`src/rtl/sqrt_bist.sv`:
```
// Self-test sequencer for a WIDTH-bit integer square-root unit: sweeps [lo, hi],
// checks each result arithmetically and keeps pass/fail statistics.
module sqrt_bist_chk #(
  parameter int WIDTH = 16
) (
  input  logic [WIDTH-1:0] x,
  input  logic [WIDTH-1:0] res,
  output logic             ok
);
  logic [2*WIDTH-1:0] sq;
  logic [2*WIDTH+1:0] r1, sq1;

  // (res+1)^2 is formed two bits wider so res = all-ones cannot overflow
  assign sq  = {{WIDTH{1'b0}}, res} * {{WIDTH{1'b0}}, res};
  assign r1  = {{(WIDTH+2){1'b0}}, res} + {{(2*WIDTH+1){1'b0}}, 1'b1};
  assign sq1 = r1 * r1;
  assign ok  = (sq <= {{WIDTH{1'b0}}, x}) && (sq1 > {{(WIDTH+2){1'b0}}, x});
endmodule

module sqrt_bist #(
  parameter int WIDTH         = 16,
  parameter int SETTLE_CYCLES = 1
) (
  input  logic             clk,
  input  logic             reset,
  input  logic             start,
  input  logic             abort,
  input  logic [WIDTH-1:0] lo_in,
  input  logic [WIDTH-1:0] hi_in,
  input  logic [WIDTH-1:0] res_in,
  output logic [WIDTH-1:0] x_out,
  output logic             busy,
  output logic             done,
  output logic             pass,
  output logic [WIDTH:0]   tested,
  output logic [WIDTH:0]   fail_count,
  output logic [WIDTH-1:0] first_fail_x,
  output logic [WIDTH-1:0] first_fail_res
);
  localparam int CW = (SETTLE_CYCLES > 1) ? $clog2(SETTLE_CYCLES) : 1;
  localparam logic [CW-1:0] RELOAD = CW'(SETTLE_CYCLES - 1);

  typedef enum logic [1:0] {IDLE, SETTLE, CHECK, DONE} state_t;

  state_t           state;
  logic [CW-1:0]    cnt;
  logic [WIDTH-1:0] hi_q;
  logic             ok;

  sqrt_bist_chk #(.WIDTH(WIDTH)) u_chk (
    .x   (x_out),
    .res (res_in),
    .ok  (ok)
  );

  always_ff @(posedge clk or posedge reset) begin
    if (reset) begin
      state          <= IDLE;
      cnt            <= '0;
      hi_q           <= '0;
      x_out          <= '0;
      busy           <= 1'b0;
      done           <= 1'b0;
      pass           <= 1'b0;
      tested         <= '0;
      fail_count     <= '0;
      first_fail_x   <= '0;
      first_fail_res <= '0;
    end else if (abort) begin
      // statistics are kept after an abort so the partial sweep can be inspected
      state <= IDLE;
      busy  <= 1'b0;
      done  <= 1'b0;
      pass  <= 1'b0;
    end else begin
      case (state)
        IDLE, DONE: begin
          if (start) begin
            hi_q           <= hi_in;
            x_out          <= lo_in;
            cnt            <= RELOAD;
            tested         <= '0;
            fail_count     <= '0;
            first_fail_x   <= '0;
            first_fail_res <= '0;
            if (lo_in > hi_in) begin
              state <= DONE;
              busy  <= 1'b0;
              done  <= 1'b1;
              pass  <= 1'b1;
            end else begin
              state <= SETTLE;
              busy  <= 1'b1;
              done  <= 1'b0;
              pass  <= 1'b0;
            end
          end
        end
        SETTLE: begin
          if (cnt == '0) state <= CHECK;
          else           cnt   <= cnt - 1'b1;
        end
        CHECK: begin
          tested <= tested + 1'b1;
          if (!ok) begin
            fail_count <= fail_count + 1'b1;
            if (fail_count == '0) begin
              first_fail_x   <= x_out;
              first_fail_res <= res_in;
            end
          end
          // equality, not x_out > hi, so a sweep ending at all-ones never wraps
          if (x_out == hi_q) begin
            state <= DONE;
            busy  <= 1'b0;
            done  <= 1'b1;
            pass  <= ok && (fail_count == '0);
          end else begin
            x_out <= x_out + 1'b1;
            cnt   <= RELOAD;
            state <= SETTLE;
          end
        end
        default: begin
          state <= IDLE;
          busy  <= 1'b0;
          done  <= 1'b0;
          pass  <= 1'b0;
        end
      endcase
    end
  end
endmodule

```
`config.mk`:
```
export PLATFORM = sky130hd
export DESIGN_NAME = sqrt_bist
export DESIGN_NICKNAME = d
export VERILOG_FILES = /design/src/rtl/sqrt_bist.sv
export SDC_FILE = /design/constraint.sdc
export NUM_CORES = 1
export LEC_CHECK = 0
export ABC_AREA = 1
export BUFFER_PORTS_ARGS = -buffer_cell sky130_fd_sc_hd__buf_2
export CORE_MARGIN = 3
export CORE_UTILIZATION = 55
export DETAILED_ROUTE_END_ITERATION = 10
export PLACE_DENSITY = 0.73
export SYNTH_ARGS = -nofsm -noshare
export SYNTH_HDL_FRONTEND = slang
export SYNTH_SLANG_ARGS = --single-unit
```
`constraint.sdc`:
```
create_clock -name clk -period 3.2 [get_ports clk]
set_input_delay 0.16 -clock clk [delete_from_list [all_inputs] [get_ports clk]]
set_output_delay 0.16 -clock clk [all_outputs]
set_load 0.05 [all_outputs]
```
[Word level (Yosys, flattened, before mapping)]
Index checks and enable logic that the tools add are counted.
Widths: inputs -> output; s select.
Storage, ports and cells
  flip-flop bits (word level): 104
  bits of input ports: 52
  output and inout port bits: 85
  word-level logic and storage cells: 85
Cells by class
  $add $sub $neg: 5
  $mul: 2
  magnitude comparators: 3
  eq/ne operators: 11
  mux-type cells: 37
  bitwise operators: 1
  reductions and logical operators: 15
Operators with widths (number)
  $mux 16: 7
  $pmux 16 s2: 3
  $pmux 17 s2: 2
  $add 17x1->17 const B: 2
  $gt 34x16->1: 1
  $mul 34x34->34: 1
  $mux 17: 2
  $le 32x16->1: 1
  $mul 16x16->32: 1
  $add 16x1->17 const B: 1
  $logic_not 17->1: 1
  $add 16x1->16 const B: 1
  $eq 16x16->1: 1
  $gt 16x16->1: 1
  $mux 1: 13
  $reduce_and 3->1: 4
  $mux 2: 5
  $ne 3x3->1 const B: 3
  $ne 2x2->1 const B: 4
  $reduce_and 4->1: 2
  $pmux 1 s2: 3
  $pmux 2 s3: 1
  $reduce_and 5->1: 1
  $eq 2x2->1 const B: 2
  10 further kinds: 11

[Depth between registers and ports, before layout]
Gate-level depths: netlist (run 1).
  depth in word-level cells: 8
  gate-level depth with buffers: 47
  mapped depth without buffers: 45

[Modules after synthesis]
From an unflattened synthesis (run 1), not the netlist that was laid out.
Unflattened totals
  cells, all modules: 3229
  area total of the unflattened synthesis: 23757.8 um2
Modules (own cells, without submodules)
  sqrt_bist_chk: instances 1, cells an instance 2457, area an instance 17865.9 um2, seq. area each 0.0 um2
  sqrt_bist: instances 1, cells an instance 772, area an instance 5891.9 um2, seq. area each 2577.5 um2

[Least setup slack after synthesis (run 1)]
Ideal clock, no wire load.
  kind: input port to flip-flop
  start point: input port res_in[3]
  end point: register fail_count[0]
  setup time: 120 ps
  data arrival time: 7127 ps
  data required time: 3080 ps
  setup slack: -4047 ps
  cell stages on the path: 45
  buffers on the path: 2
  cell sequence: buf_4 > nand2_1 > nor2_1 > inv_2 > nor2_1 > inv_2 > nor2_1 > nor2_1 > nor2_1 > clkinv_1 > nor2_1 > inv_1 > fa_1 > inv_1 > fa_1 > inv_1 > fa_1 > fa_1 > (+9 left out) > nand2_1 > xor2_1 > ha_1 > nand2_1 > nor2_1 > a211oi_1 > nand2_1 > nand2_1 > nand2_1 > nand2_1 > nand3_1 > nor2_1 > nand3_1 > nand2_4 > nand2_4 > buf_6 > nand2_1 > o21ai_2
Between the ends
  cells in the longest elaborated chain, start to end: 6
  elaborated cells on any way between the ends: 8
  those cells by class: add/sub: 1; mul: 2; order compare: 2; eq/ne: 1; reduce/logical: 2
Ends and longest elaborated chain
  start: declaration: RTL line 30  | input logic [WIDTH-1:0] res_in,
  $add 16x1->17: RTL line 15  | assign r1 = {{(WIDTH+2){1'b0}}, res} + {{(2*WIDTH+1){1'b0}}, 1'b1};
  $mul 34x34->34: RTL line 16  | assign sq1 = r1 * r1;
  $gt 34x16->1: RTL line 17  | assign ok = (sq <= {{WIDTH{1'b0}}, x}) && (sq1 > {{(WIDTH+2){1'b0}}, x});
  $logic_and 1x1->1 *: RTL line 17
  $ne 2x2->1 (no line) *
  $reduce_and 4->1 (no line) *
  end signal: assignment: RTL line 106  | fail_count <= fail_count + 1'b1;
  end: declaration: RTL line 36  | output logic [WIDTH:0] fail_count,
Every way passes the cells marked *; elsewhere a longest branch is shown, timed or not.
A chain may end at the register's enable or synchronous reset.

[Worst setup path after layout (run 1)]
  start point: input port res_in[3]
  end point: register first_fail_x[2]
Between the ends
  cells in the longest elaborated chain, start to end: 6
  elaborated cells on any way between the ends: 8
  those cells by class: add/sub: 1; mul: 2; order compare: 2; eq/ne: 1; reduce/logical: 2
Ends and longest elaborated chain
  $add 16x1->17: RTL line 15
  $mul 34x34->34: RTL line 16
  $gt 34x16->1: RTL line 17
  $logic_and 1x1->1 *: RTL line 17
  $ne 2x2->1 (no line) *
  $reduce_and 5->1 (no line) *
  end signal: assignment: RTL line 108  | first_fail_x <= x_out;
  end: declaration: RTL line 37  | output logic [WIDTH-1:0] first_fail_x,
Marked as above.

==> metrics.yaml, run 1 <==
worst_setup_path:
  slowest_stage: "fa_2"
  cp-start-kind: "primary input"
  required_ns: 3.45
  crit_fanout: 5
  endpoint_kind: "flop"
  r2r_slack_ns: 0.24
  path_class: "in -> reg"
  crit_arrival_ns: 7.33
  max_stage_delay_ns: 0.57
clock_network:
  clock_sinks: 103
  path_clk_slew_ns: 0.07
  cts_tree: "done"
  cts_buffers: 9
  clk_latency_ns: 0.36
  ctsLongestPathBuffers: 2
  cts-root-buf: "clkbuf_16"
  htree_levels: 3
synthesis:
  ys.flop_type: "dfrtp_1"
  synthCells: 3260
  synth_top_cell_by_area: "fa_1"
  ys_ff_latch: 103
  synth_area_per_cell_um2: 7.33
  synthesis.area_um2: 23900
  synth.most_common_cell: "inv_1"
  synth.distinct_cells: 55
  synth_commonest_cells: "inv_1, nand2_1, fa_1"
  synth_edf_count: 0
  seq_area_frac_synth: 0.108
  yosysTopAreaCellShare: 0.302
  yosys-top-cells-area: "fa_1, inv_1, ha_1, nand2_1, dfrtp_1"
  ys_warn_count: 0
  async_flop_share: 1.00
run_status:
  status: "complete, but fails checks"
  violations: "setup timing"
floorplan:
  dieArea_um2: 46000
  rows: 75
  io_pins: 137
  die_y_um: 214
  start_util: 0.563
  core_area_um2: 42400
  die_w_um: 214
placement:
  port_buffers: 136
  place_hpwl_um: 61200
  place_ws_ns: -4.75
  gp_congestion: 0.944
global_routing:
  antenna_found_initial: 0
  grt_pass1_wl_um: 119000
  globalRouteOverflowTotal: 0
  grt_usage: 0.316
  grt_pass1_vias: 23820
  grt_max_degree: 59
drt:
  vias_per_cell: 5.26
  vias: 23416
  routedWlPerCell_um: 16.7
  drc: 0
  dr.pass1.iters: 6
  wl_um: 74400
  drt-initial-drc-count: 1755
  ant_nets: 0
timing:
  fin_setup_tns_ns: -192.80
  finClkSkew_ns: 0.0136
  hold_viol: 0
  fin_ws_ns: -3.88
  slew_viol_final: 0
  period_share: 2.21
  rsz0062_at_grt: "yes"
  max_freq_mhz: 141
  worst_pin_slew_ns: 0.816
  setup_viol: 50
  post-route-min-period_ns: 7.08
  relSlewSlack: 0.454
cells_and_area:
  drive_gt1_frac: 0.265
  diodes: 0
  nets: 4538
  area_growth_pct: 30.2
  utilization: 0.733
  nFillCells: 3265
worst_hold_path:
  worstHoldPathType: "in -> reg"
job:
  maxCapViolations: 0
[routing by layer]
layer	global-route usage	wire [um]	vias to the layer above
met5	0	0	-
met4	0.0929	2750	0
met3	0.0424	4940	176
met2	0.551	36900	880
met1	0.413	29800	11426
li1	-	-	10934
[flip-flops by register name (all words and copies together), names as in the netlist, 2 cells and up]
name            flops
first_fail_x       16
fail_count         17
hi_q               16
first_fail_res     16
tested             17
x_out              16
state               2
[path summary, 6_finish.rpt]
kind / start / end / depth (start not counted)
max: res_in[3] / first_fail_x[2] / 42
min: abort / busy / 2
max in group asynchronous: reset / hi_q[2] / 4
max reg2reg: state[0] / tested[14] / 14
min in group asynchronous: reset / first_fail_res[1] / 3
min reg2reg: first_fail_x[15] / first_fail_x[15] / 2
[final cells by class]
class | count | area [um2] | share of cell area
inverters | 880 | 3320 | 0.107
clock buffers | 10 | 239 | 0.00769
flip-flops and latches | 103 | 2580 | 0.0829
well taps | 577 | 722 | 0.0232
multi-input cells | 2216 | 19000 | 0.612
repair buffers | 659 | 5150 | 0.166
clock inverters | 6 | 52.6 | 0.00169
[placed cells by master (no fill, tap or decap), types with 49 or more instances in the layout]
cell type,Yosys,final
nand2_1,811,690
a21oi_1,78,66
nor2_1,247,190
o21ai_0,71,64
inv_1,873,824
ha_1,257,229
fa_1,360,349
nand2_2,4,101
buf_2,6,129
buf_4,10,475
nand4_1,61,61
inv_2,4,49
nand3_1,99,91
dfrtp_1,103,103
[metrics by stage]
step           std cells  hold WS, ns  instance area [um2]
4_1_cts             4426       0.0371                30100
5_1_grt             4451       0.0681                31100
3_3_place_gp        4384        0.267                28900
3_5_place_dp        4384        0.269                28900
2_1_floorplan       3270        0.258                24100
6_report            4451       0.0464                31100
[critical path: cells and delay by family]
family,cells,cell delay [ns]
xor gates and xnor gates,2,0.32
and+or+nand+nor,16,1.58
buffers and inverters,16,1.59
adders and majority gates,8,3.67
[logic make-up after synthesis]
family | Yosys count | synth area share
compound gates | 217 | 0.0529
xor+xnor | 54 | 0.0198
fa+ha+maj | 617 | 0.436
buf+inv | 951 | 0.153
flops | 103 | 0.108
mux | 2 | 0.000891
other cells | 2 | 0.000314
simple gates | 1314 | 0.229
[timing repair]
item	4_1_cts	5_1_grt
pin swaps	59	146
hold buffers	1	0
gates cloned	5	3
hold endpoints to repair	45	0
setup endpoints to repair	50	50
buffers inserted	21	23
gates resized for setup	175	213
Power of run 1 is left out: the tool's default activity adds up to more than one toggle a clock period on the data nets, which glitch-free logic cannot reach.
==> run 2, diff against run 1 <==
--- a/config.mk
+++ b/config.mk
@@ -13,4 +13,5 @@
 export PLACE_DENSITY = 0.73
 export SYNTH_ARGS = -nofsm -noshare
 export SYNTH_HDL_FRONTEND = slang
+export SYNTH_HIERARCHICAL = 1
 export SYNTH_SLANG_ARGS = --single-unit
==> run 2 against run 1 <==
Effect of this change:
- the flow still finishes with violations (setup timing)
- routed wire length is 0.95% lower
- design area is 0.54% higher
- register-to-register slack worse by 0.07 ns
- area after synthesis is 0.53% lower
- largest cell class unchanged
- fmax is 2.6% lower
- highest routed layer unchanged
- sequential cell count stayed put
- first-iteration DRC count is 12% lower
==> metrics.yaml, run 2 <==
drt:
  dr.pass1.iters: 6  # unchanged
  drc: 0  # unchanged
  ant_nets: 0  # unchanged
  drt-initial-drc-count: 1550  # -12%
  vias: 23143  # -1.2%
  vias_per_cell: 5.22  # -0.70%
  wl_um: 73700  # -0.95%
  routedWlPerCell_um: 16.6  # -0.48%
worst_setup_path:
  endpoint_kind: "flop"
  r2r_slack_ns: 0.17  # -0.07 ns
  crit_cells: 41  # -2.4%
  setup.worst_path.end: "first_fail_x[8]"
  path_buf_inv: 14  # -2
  reg2reg_depth: 22  # +8
  startpoint: "res_in[7]"
  required_ns: 3.46  # about the same
  cp-start-kind: "primary input"
  crit_arrival_ns: 7.53  # +0.20 ns
  slowest_stage: "fa_1"
  r2r-start: "x_out[9]"
  path_class: "in -> reg"
  reg2reg_to: "fail_count[15]"
  cp_top_family: "adder cells"
  max_stage_delay_ns: 0.54  # -0.03 ns
  crit_fanout: 9  # +4
synthesis:
  async_flop_share: 1.00  # unchanged
  yosys-top-cells-area: "fa_1, ha_1, inv_1, nand2_1, dfrtp_1"
  synth_edf_count: 0  # unchanged
  synth_area_per_cell_um2: 7.36  # +0.43%
  synthesis.area_um2: 23800  # -0.53%
  ys_warn_count: 6  # +6
  synth_top_cell_by_area: "fa_1"
  seq_area_frac_synth: 0.108  # +0.000574
  ys_ff_latch: 103  # unchanged
  synth.distinct_cells: 47  # -15%
  ys.flop_type: "dfrtp_1"
  synthCells: 3229  # -0.95%
  synth_commonest_cells: "inv_1, nand2_1, fa_1"
  yosysTopAreaCellShare: 0.302  # about the same
  synth.most_common_cell: "inv_1"
floorplan:
  start_util: 0.561  # -0.00174
  core_area_um2: 42300  # -0.22%
  io_pins: 137  # unchanged
  rows: 75  # unchanged
  die_w_um: 214  # -0.26%
  dieArea_um2: 45700  # -0.52%
  die_y_um: 214  # -0.26%
worst_hold_path:
  worstHoldPathType: "in -> reg"
timing:
  post-route-min-period_ns: 7.27  # +0.186 ns
  setup_viol: 50  # unchanged
  period_share: 2.27  # +0.0582
  fin_ws_ns: -4.07  # -0.186 ns
  relSlewSlack: 0.386  # -0.0684
  max_freq_mhz: 138  # -2.6%
  hold_viol: 0  # unchanged
  finClkSkew_ns: 0.0124  # -0.00117 ns
  slew_viol_final: 0  # unchanged
  rsz0062_at_grt: "yes"
  worst_pin_slew_ns: 0.919  # +0.103 ns
placement:
  place_area_um2: 28800  # -0.20%
  port_buffers: 136  # unchanged
  gp_congestion: 0.989  # +4.9%
  place_hpwl_um: 61100  # -0.26%
clock_network:
  path_clk_slew_ns: 0.08  # about the same
  ctsLongestPathBuffers: 2  # unchanged
  cts_buffers: 9  # unchanged
  cts_tree: "done"
  htree_levels: 3  # unchanged
  clock_sinks: 103  # unchanged
  clk_latency_ns: 0.36  # about the same
  cts-root-buf: "clkbuf_16"
cells_and_area:
  final_cell_area_um2: 31300  # +0.54%
  drive_gt1_frac: 0.277  # +0.0121
  nets: 4517  # -0.46%
  area_growth_pct: 31.6
  final_common_cell: "inv_1"
  diodes: 0  # unchanged
  reg_top3: "fail_count: 17 flops, tested: 17 flops"
  final_cell_mix: "inv_1, nand2_1, buf_4"
run_status:
  status: "complete, but fails checks"
  violations: "setup timing"
global_routing:
  antenna_found_initial: 0  # unchanged
  grt_max_degree: 62  # +5.1%
  globalRouteOverflowTotal: 0  # unchanged
  grt_pass1_wl_um: 119000  # -0.14%
  grt_usage: 0.325  # +0.00850
  grt_pass1_vias: 24060  # +1.0%
job:
  maxCapViolations: 0  # unchanged
-- run 2: changes by cell type after synthesis, moves of 15 or more --
cell | before | now
buf_2 | 6 | 21
nand2_1 | 811 | 764
inv_1 | 873 | 842
clkbuf_1 | 44 | 29
nand3_1 | 99 | 170
nand4_1 | 61 | 27
inv_2 | 4 | 19
-- run 2: how the worst min path moves through the flow --
stage,start,endpoint,slack [ns],cells past startpoint
after floorplan,lo_in[15],x_out[15],0.29,2
after global placement,reset,pass,0.34,2
after detailed placement,reset,pass,0.36,2
after CTS,res_in[2],first_fail_res[2],0.06,3
after global routing,res_in[2],first_fail_res[2],0.09,3
final,hi_in[11],hi_q[11],0.07,3
-- run 2: final cells by class --
cell class                      count  area [um2]
Multi-Input combinational cell   2207       19300
Fill cell                        3229       11100
Timing Repair Buffer              663        5060
Inverter                          863        3320
Sequential cell                   103        2580
Tap cell                          577         722
Clock buffer                        9         225
Clock inverter                      7        86.3
Timing Repair inverter              1        11.3
-- run 2: timing repair --
| action | CTS | global route |
|---|---|---|
| endpoints found under the hold margin | 59 | 0 |
| setup buffers | 59 | 25 |
| endpoints found under the setup margin | 50 | 50 |
| cloned | 2 | 5 |
| pin swaps | 104 | 81 |
| gates resized for setup | 198 | 172 |
| hold buffers | 1 | 0 |
-- run 2: cells by family after synthesis --
logic type | share of synthesized area
fa+ha+maj | 0.438
flops | 0.108
xor+xnor | 0.0206
other cells | 0.000316
buf+inv | 0.150
simple gates | 0.231
compound gates | 0.0518
-- run 2: metal layers --
| layer | part of all wire | track usage | vias up |
|---|---|---|---|
| li1 | - | - | 10857 |
| met1 | 0.40 | 0.416 | 11349 |
| met2 | 0.50 | 0.569 | 757 |
| met3 | 0.056 | 0.0411 | 180 |
| met4 | 0.039 | 0.114 | 0 |
| met5 | 0 | 0 | - |
-- run 2: worst register-to-register path, stage by stage (launching register included) --
cell	delay, ns
dfrtp_1	0.40
inv_1	0.13
ha_1	0.26
nand2_1	0.08
inv_1	0.04
o21ai_0	0.15
a21oi_1	0.08
nor2_1	0.09
nand2_1	0.07
nand2_2	0.12
nand2_2	0.07
inv_2	0.04
nand3_1	0.06
nor2_1	0.10
nand4_1	0.23
nor2_4	0.24
nor2_4	0.09
nor2_4	0.18
buf_6	0.13
buf_8	0.12
clkinv_8	0.06
nand4_1	0.09
o21ai_1	0.07
-- run 2: through the flow --
step,hold slack [ns],instances,TNS [ns],setup slack (ns),utilization
3_3_place_gp,0.341,4326,-232.08,-4.74,0.681
4_1_cts,0.0636,4403,-193.45,-3.96,0.718
5_1_grt,0.0898,4430,-209.62,-4.32,0.739
6_report,0.0724,4430,-196.39,-4.07,0.739
3_5_place_dp,0.359,4326,-237.76,-4.86,0.681
2_1_floorplan,0.294,3239,-172.25,-3.54,-
Power of run 2 is left out for the same reason.
==> run 3, diff against run 2 <==
--- a/config.mk
+++ b/config.mk
@@ -7,10 +7,12 @@
 export LEC_CHECK = 0
 export ABC_AREA = 1
 export BUFFER_PORTS_ARGS = -buffer_cell sky130_fd_sc_hd__buf_2
+export CELL_PAD_IN_SITES_DETAIL_PLACEMENT = 2
+export CELL_PAD_IN_SITES_GLOBAL_PLACEMENT = 2
 export CORE_MARGIN = 3
-export CORE_UTILIZATION = 55
+export CORE_UTILIZATION = 38
 export DETAILED_ROUTE_END_ITERATION = 10
-export PLACE_DENSITY = 0.73
+export PLACE_DENSITY_LB_ADDON = 0.1
 export SYNTH_ARGS = -nofsm -noshare
 export SYNTH_HDL_FRONTEND = slang
 export SYNTH_HIERARCHICAL = 1
==> run 3 against run 2 <==
Effect of this change:
- the run now fails in global routing (5_1_grt)
- synthesized cell count unchanged
- area after synthesis unchanged
==> metrics.yaml, run 3 <==
run_status:
  status: "did not finish"
  haltStage: "global routing (5_1_grt)"
  toolErrorMsg: "[ERROR GRT-0232] Routing congestion too high. Check the congestion heatmap in the GUI."
synthesis:
  yosys-top-cells-area: "fa_1, ha_1, inv_1, nand2_1, dfrtp_1"
  yosysTopAreaCellShare: 0.302  # unchanged
  synth_area_per_cell_um2: 7.36  # unchanged
  async_flop_share: 1.00  # unchanged
  seq_area_frac_synth: 0.108  # unchanged
  ys.flop_type: "dfrtp_1"
  synth_top_cell_by_area: "fa_1"
  synth_edf_count: 0  # unchanged
  synthesis.area_um2: 23800  # unchanged
  synthCells: 3229  # unchanged
  synth.most_common_cell: "inv_1"
  synth_commonest_cells: "inv_1, nand2_1, fa_1"
  ys_ff_latch: 103  # unchanged
  synth.distinct_cells: 47  # unchanged
  ys_warn_count: 6  # unchanged
placement:
  gp_congestion: 0.869  # -12%
  port_buffers: 136  # unchanged
  placedCellCount: 4587  # +6.0%
  place_hpwl_um: 94100  # +54%
floorplan:
  die_w_um: 256  # +20%
  rows: 91  # +21%
  die_y_um: 256  # +20%
  io_pins: 137  # unchanged
  start_util: 0.384  # -0.177
clock_network:
  clock_sinks: 103  # unchanged
  cts-root-buf: "clkbuf_16"
  ctsLongestPathBuffers: 2  # unchanged
  cts_buffers: 9  # unchanged
  htree_levels: 3  # unchanged
global_routing:
  globalRouteOverflowTotal: 226
  grt_usage: 0.730
  grt_max_degree: 60
  antenna_found_initial: 15
timing:
  endpoint_type: "register data pin"
  worst_endpoint: "fail_count[13]$_DFFE_PP0P_/D"
## run 3: cell counts after synthesis
No cell type changed its count.
## run 3: per-layer routing
metal	GRT usage	overflow
met1	0.678	1
met2	0.939	123
met3	0.556	1
met4	0.819	101
met5	0.176	0
## run 3: timing repair
item                                    4_1_cts
setup buffers                                56
endpoints found under the setup margin       50
hold buffers                                  1
pin swaps                                   106
hold endpoints to repair                     51
resized for setup                           216
cloned                                        0
## run 3: cell families after synthesis
group                    synth area share
adder cells (fa/ha/maj)             0.438
other                            0.000316
flip-flops                          0.108
AO/OA/AOI/OAI                      0.0518
XOR/XNOR                           0.0206
AND/OR/NAND/NOR                     0.231
buffers and inverters               0.150
## run 3: per-stage QoR
step	instance area [um2]	setup TNS (ns)	setup WS (ns)	hold slack [ns]
2_1_floorplan	24400	-172.25	-3.54	0.294
3_3_place_gp	29100	-247.60	-5.09	0.362
3_5_place_dp	29100	-270.26	-5.61	0.377
4_1_cts	30700	-211.67	-4.34	0.0463
==> run 4, diff against run 3 <==
--- a/config.mk
+++ b/config.mk
@@ -7,12 +7,10 @@
 export LEC_CHECK = 0
 export ABC_AREA = 1
 export BUFFER_PORTS_ARGS = -buffer_cell sky130_fd_sc_hd__buf_2
-export CELL_PAD_IN_SITES_DETAIL_PLACEMENT = 2
-export CELL_PAD_IN_SITES_GLOBAL_PLACEMENT = 2
 export CORE_MARGIN = 3
-export CORE_UTILIZATION = 38
+export CORE_UTILIZATION = 40
 export DETAILED_ROUTE_END_ITERATION = 10
-export PLACE_DENSITY_LB_ADDON = 0.1
+export PLACE_DENSITY_LB_ADDON = 0.15
 export SYNTH_ARGS = -nofsm -noshare
 export SYNTH_HDL_FRONTEND = slang
 export SYNTH_HIERARCHICAL = 1
==> run 4 against run 3 <==
Effect of this change:
- the flow now finishes, with violations (setup timing)
==> metrics.yaml, run 4 (synthesis results as in run 2) <==
global_routing:
  grt_usage: 0.232
  grt_max_degree: 59
  grt_pass1_vias: 22123
  antenna_found_initial: 0
  globalRouteOverflowTotal: 0
  grt_pass1_wl_um: 117000
worst_hold_path:
  whs_path_depth: 3
  worstHoldEndpoint: "hi_q[5]"
  min_from: "hi_in[5]"
  worstHoldPathType: "in -> reg"
floorplan:
  die_y_um: 250  # -2.5%
  dieArea_um2: 62400
  io_pins: 137  # unchanged
  core_area_um2: 58200
  rows: 88  # -3.3%
  start_util: 0.408  # +0.0236
  die_w_um: 250  # -2.5%
worst_setup_path:
  startpoint: "res_in[1]"
  endpoint_kind: "flop"
  max_stage_delay_ns: 0.59
  r2r_slack_ns: 0.22
  cp-start-kind: "primary input"
  required_ns: 3.47
  crit_fanout: 19
  slowest_stage: "fa_1"
  reg2reg_to: "fail_count[8]"
  crit_top_cell: "nand2_1"
  path_class: "in -> reg"
  path_buf_inv: 7
  cp_top_family: "adder cells"
  crit_arrival_ns: 7.36
  reg2reg_depth: 21
  r2r-start: "x_out[13]"
cells_and_area:
  seqCellArea_um2: 2580
  final_common_cell: "inv_1"
  utilization: 0.535
  final_cell_area_um2: 31200
  drive_gt1_frac: 0.272
  nFillCells: 5650
  final_cell_mix: "inv_1, nand2_1, buf_4"
  reg_top3: "fail_count: 17 flops, tested: 17 flops"
  multi_input_area_um2: 19400
  area_growth_pct: 31.2
  nets: 4472
  diodes: 0
run_status:
  status: "complete, but fails checks"
  violations: "setup timing"
drt:
  wl_met2_um: 34000
  wl_um: 70900
  vias: 21585
  drc: 0
  ant_nets: 0
  wl_met3_um: 2490
  vias_per_cell: 4.72
  dr.pass1.iters: 5
  routedWlPerCell_um: 15.5
  top_layer: "met4"
  drt-initial-drc-count: 1102
  drt-met1-wl_um: 33000
clock_network:
  cts_tree: "done"
  htree_levels: 3  # unchanged
  cts_buffers: 9  # unchanged
  cts-root-buf: "clkbuf_16"
  ctsLongestPathBuffers: 2  # unchanged
  clk_latency_ns: 0.36
  clock_sinks: 103  # unchanged
  path_clk_slew_ns: 0.08
placement:
  place_area_um2: 28900  # -0.99%
  gp_congestion: 0.871  # +0.28%
  place_hpwl_um: 60200  # -36%
  port_buffers: 136  # unchanged
job:
  maxCapViolations: 0
timing:
  relSlewSlack: 0.334
  finClkSkew_ns: 0.0101
  post-route-min-period_ns: 7.10
  period_share: 2.22
  hold_viol: 0
  worst_pin_slew_ns: 0.997
  setup_viol: 50
  slew_viol_final: 0
  rsz0062_at_grt: "yes"
  fin_ws_ns: -3.90
  max_freq_mhz: 141
run 4: repair_timing:
action | 4_1_cts | 5_1_grt
gates cloned | 2 | 0
hold endpoints to repair | 56 | 0
resized for setup | 201 | 179
hold buffers | 1 | 0
endpoints found under the setup margin | 50 | 50
pin swaps | 126 | 106
buffers inserted | 45 | 18
run 4: layer usage:
metal | vias to the layer above | GRT usage
met1 | 10398 | 0.330
met5 | - | 0
li1 | 10749 | -
met3 | 75 | 0.0213
met2 | 363 | 0.387
met4 | 0 | 0.0419
run 4: layout make-up:
type / instances / share of cell area
Clock inverter: 3 / 0.00128
Timing Repair Buffer: 619 / 0.149
Tap cell: 765 / 0.0307
Clock buffer: 13 / 0.00867
Inverter: 863 / 0.106
Sequential cell: 103 / 0.0827
Multi-Input combinational cell: 2207 / 0.622
run 4: worst max path at each step:
stage / slack [ns] / cells after the start / to
6_report: -3.90 / 39 / first_fail_x[14]
5_1_grt: -4.27 / 44 / fail_count[12]
4_1_cts: -3.92 / 47 / fail_count[4]
3_5_place_dp: -4.75 / 41 / first_fail_x[14]
3_3_place_gp: -4.72 / 44 / fail_count[4]
2_1_floorplan: -3.54 / 41 / first_fail_x[1]
run 4: metrics by stage:
step	instances	setup WS [ns]	TNS [ns]	hold WS (ns)
6_report	4573	-3.90	-191.59	0.0698
5_1_grt	4573	-4.27	-208.86	0.0852
4_1_cts	4555	-3.92	-191.06	0.0639
3_5_place_dp	4492	-4.75	-233.29	0.343
3_3_place_gp	4492	-4.72	-232.10	0.336
2_1_floorplan	3239	-3.54	-172.25	0.294
run 4: tightest hold or removal path: cells and delay by family:
family          cells  cell delay (ns)
buf+inv             2             0.15
compound gates      1             0.08
Power of run 4 is left out for the same reason.
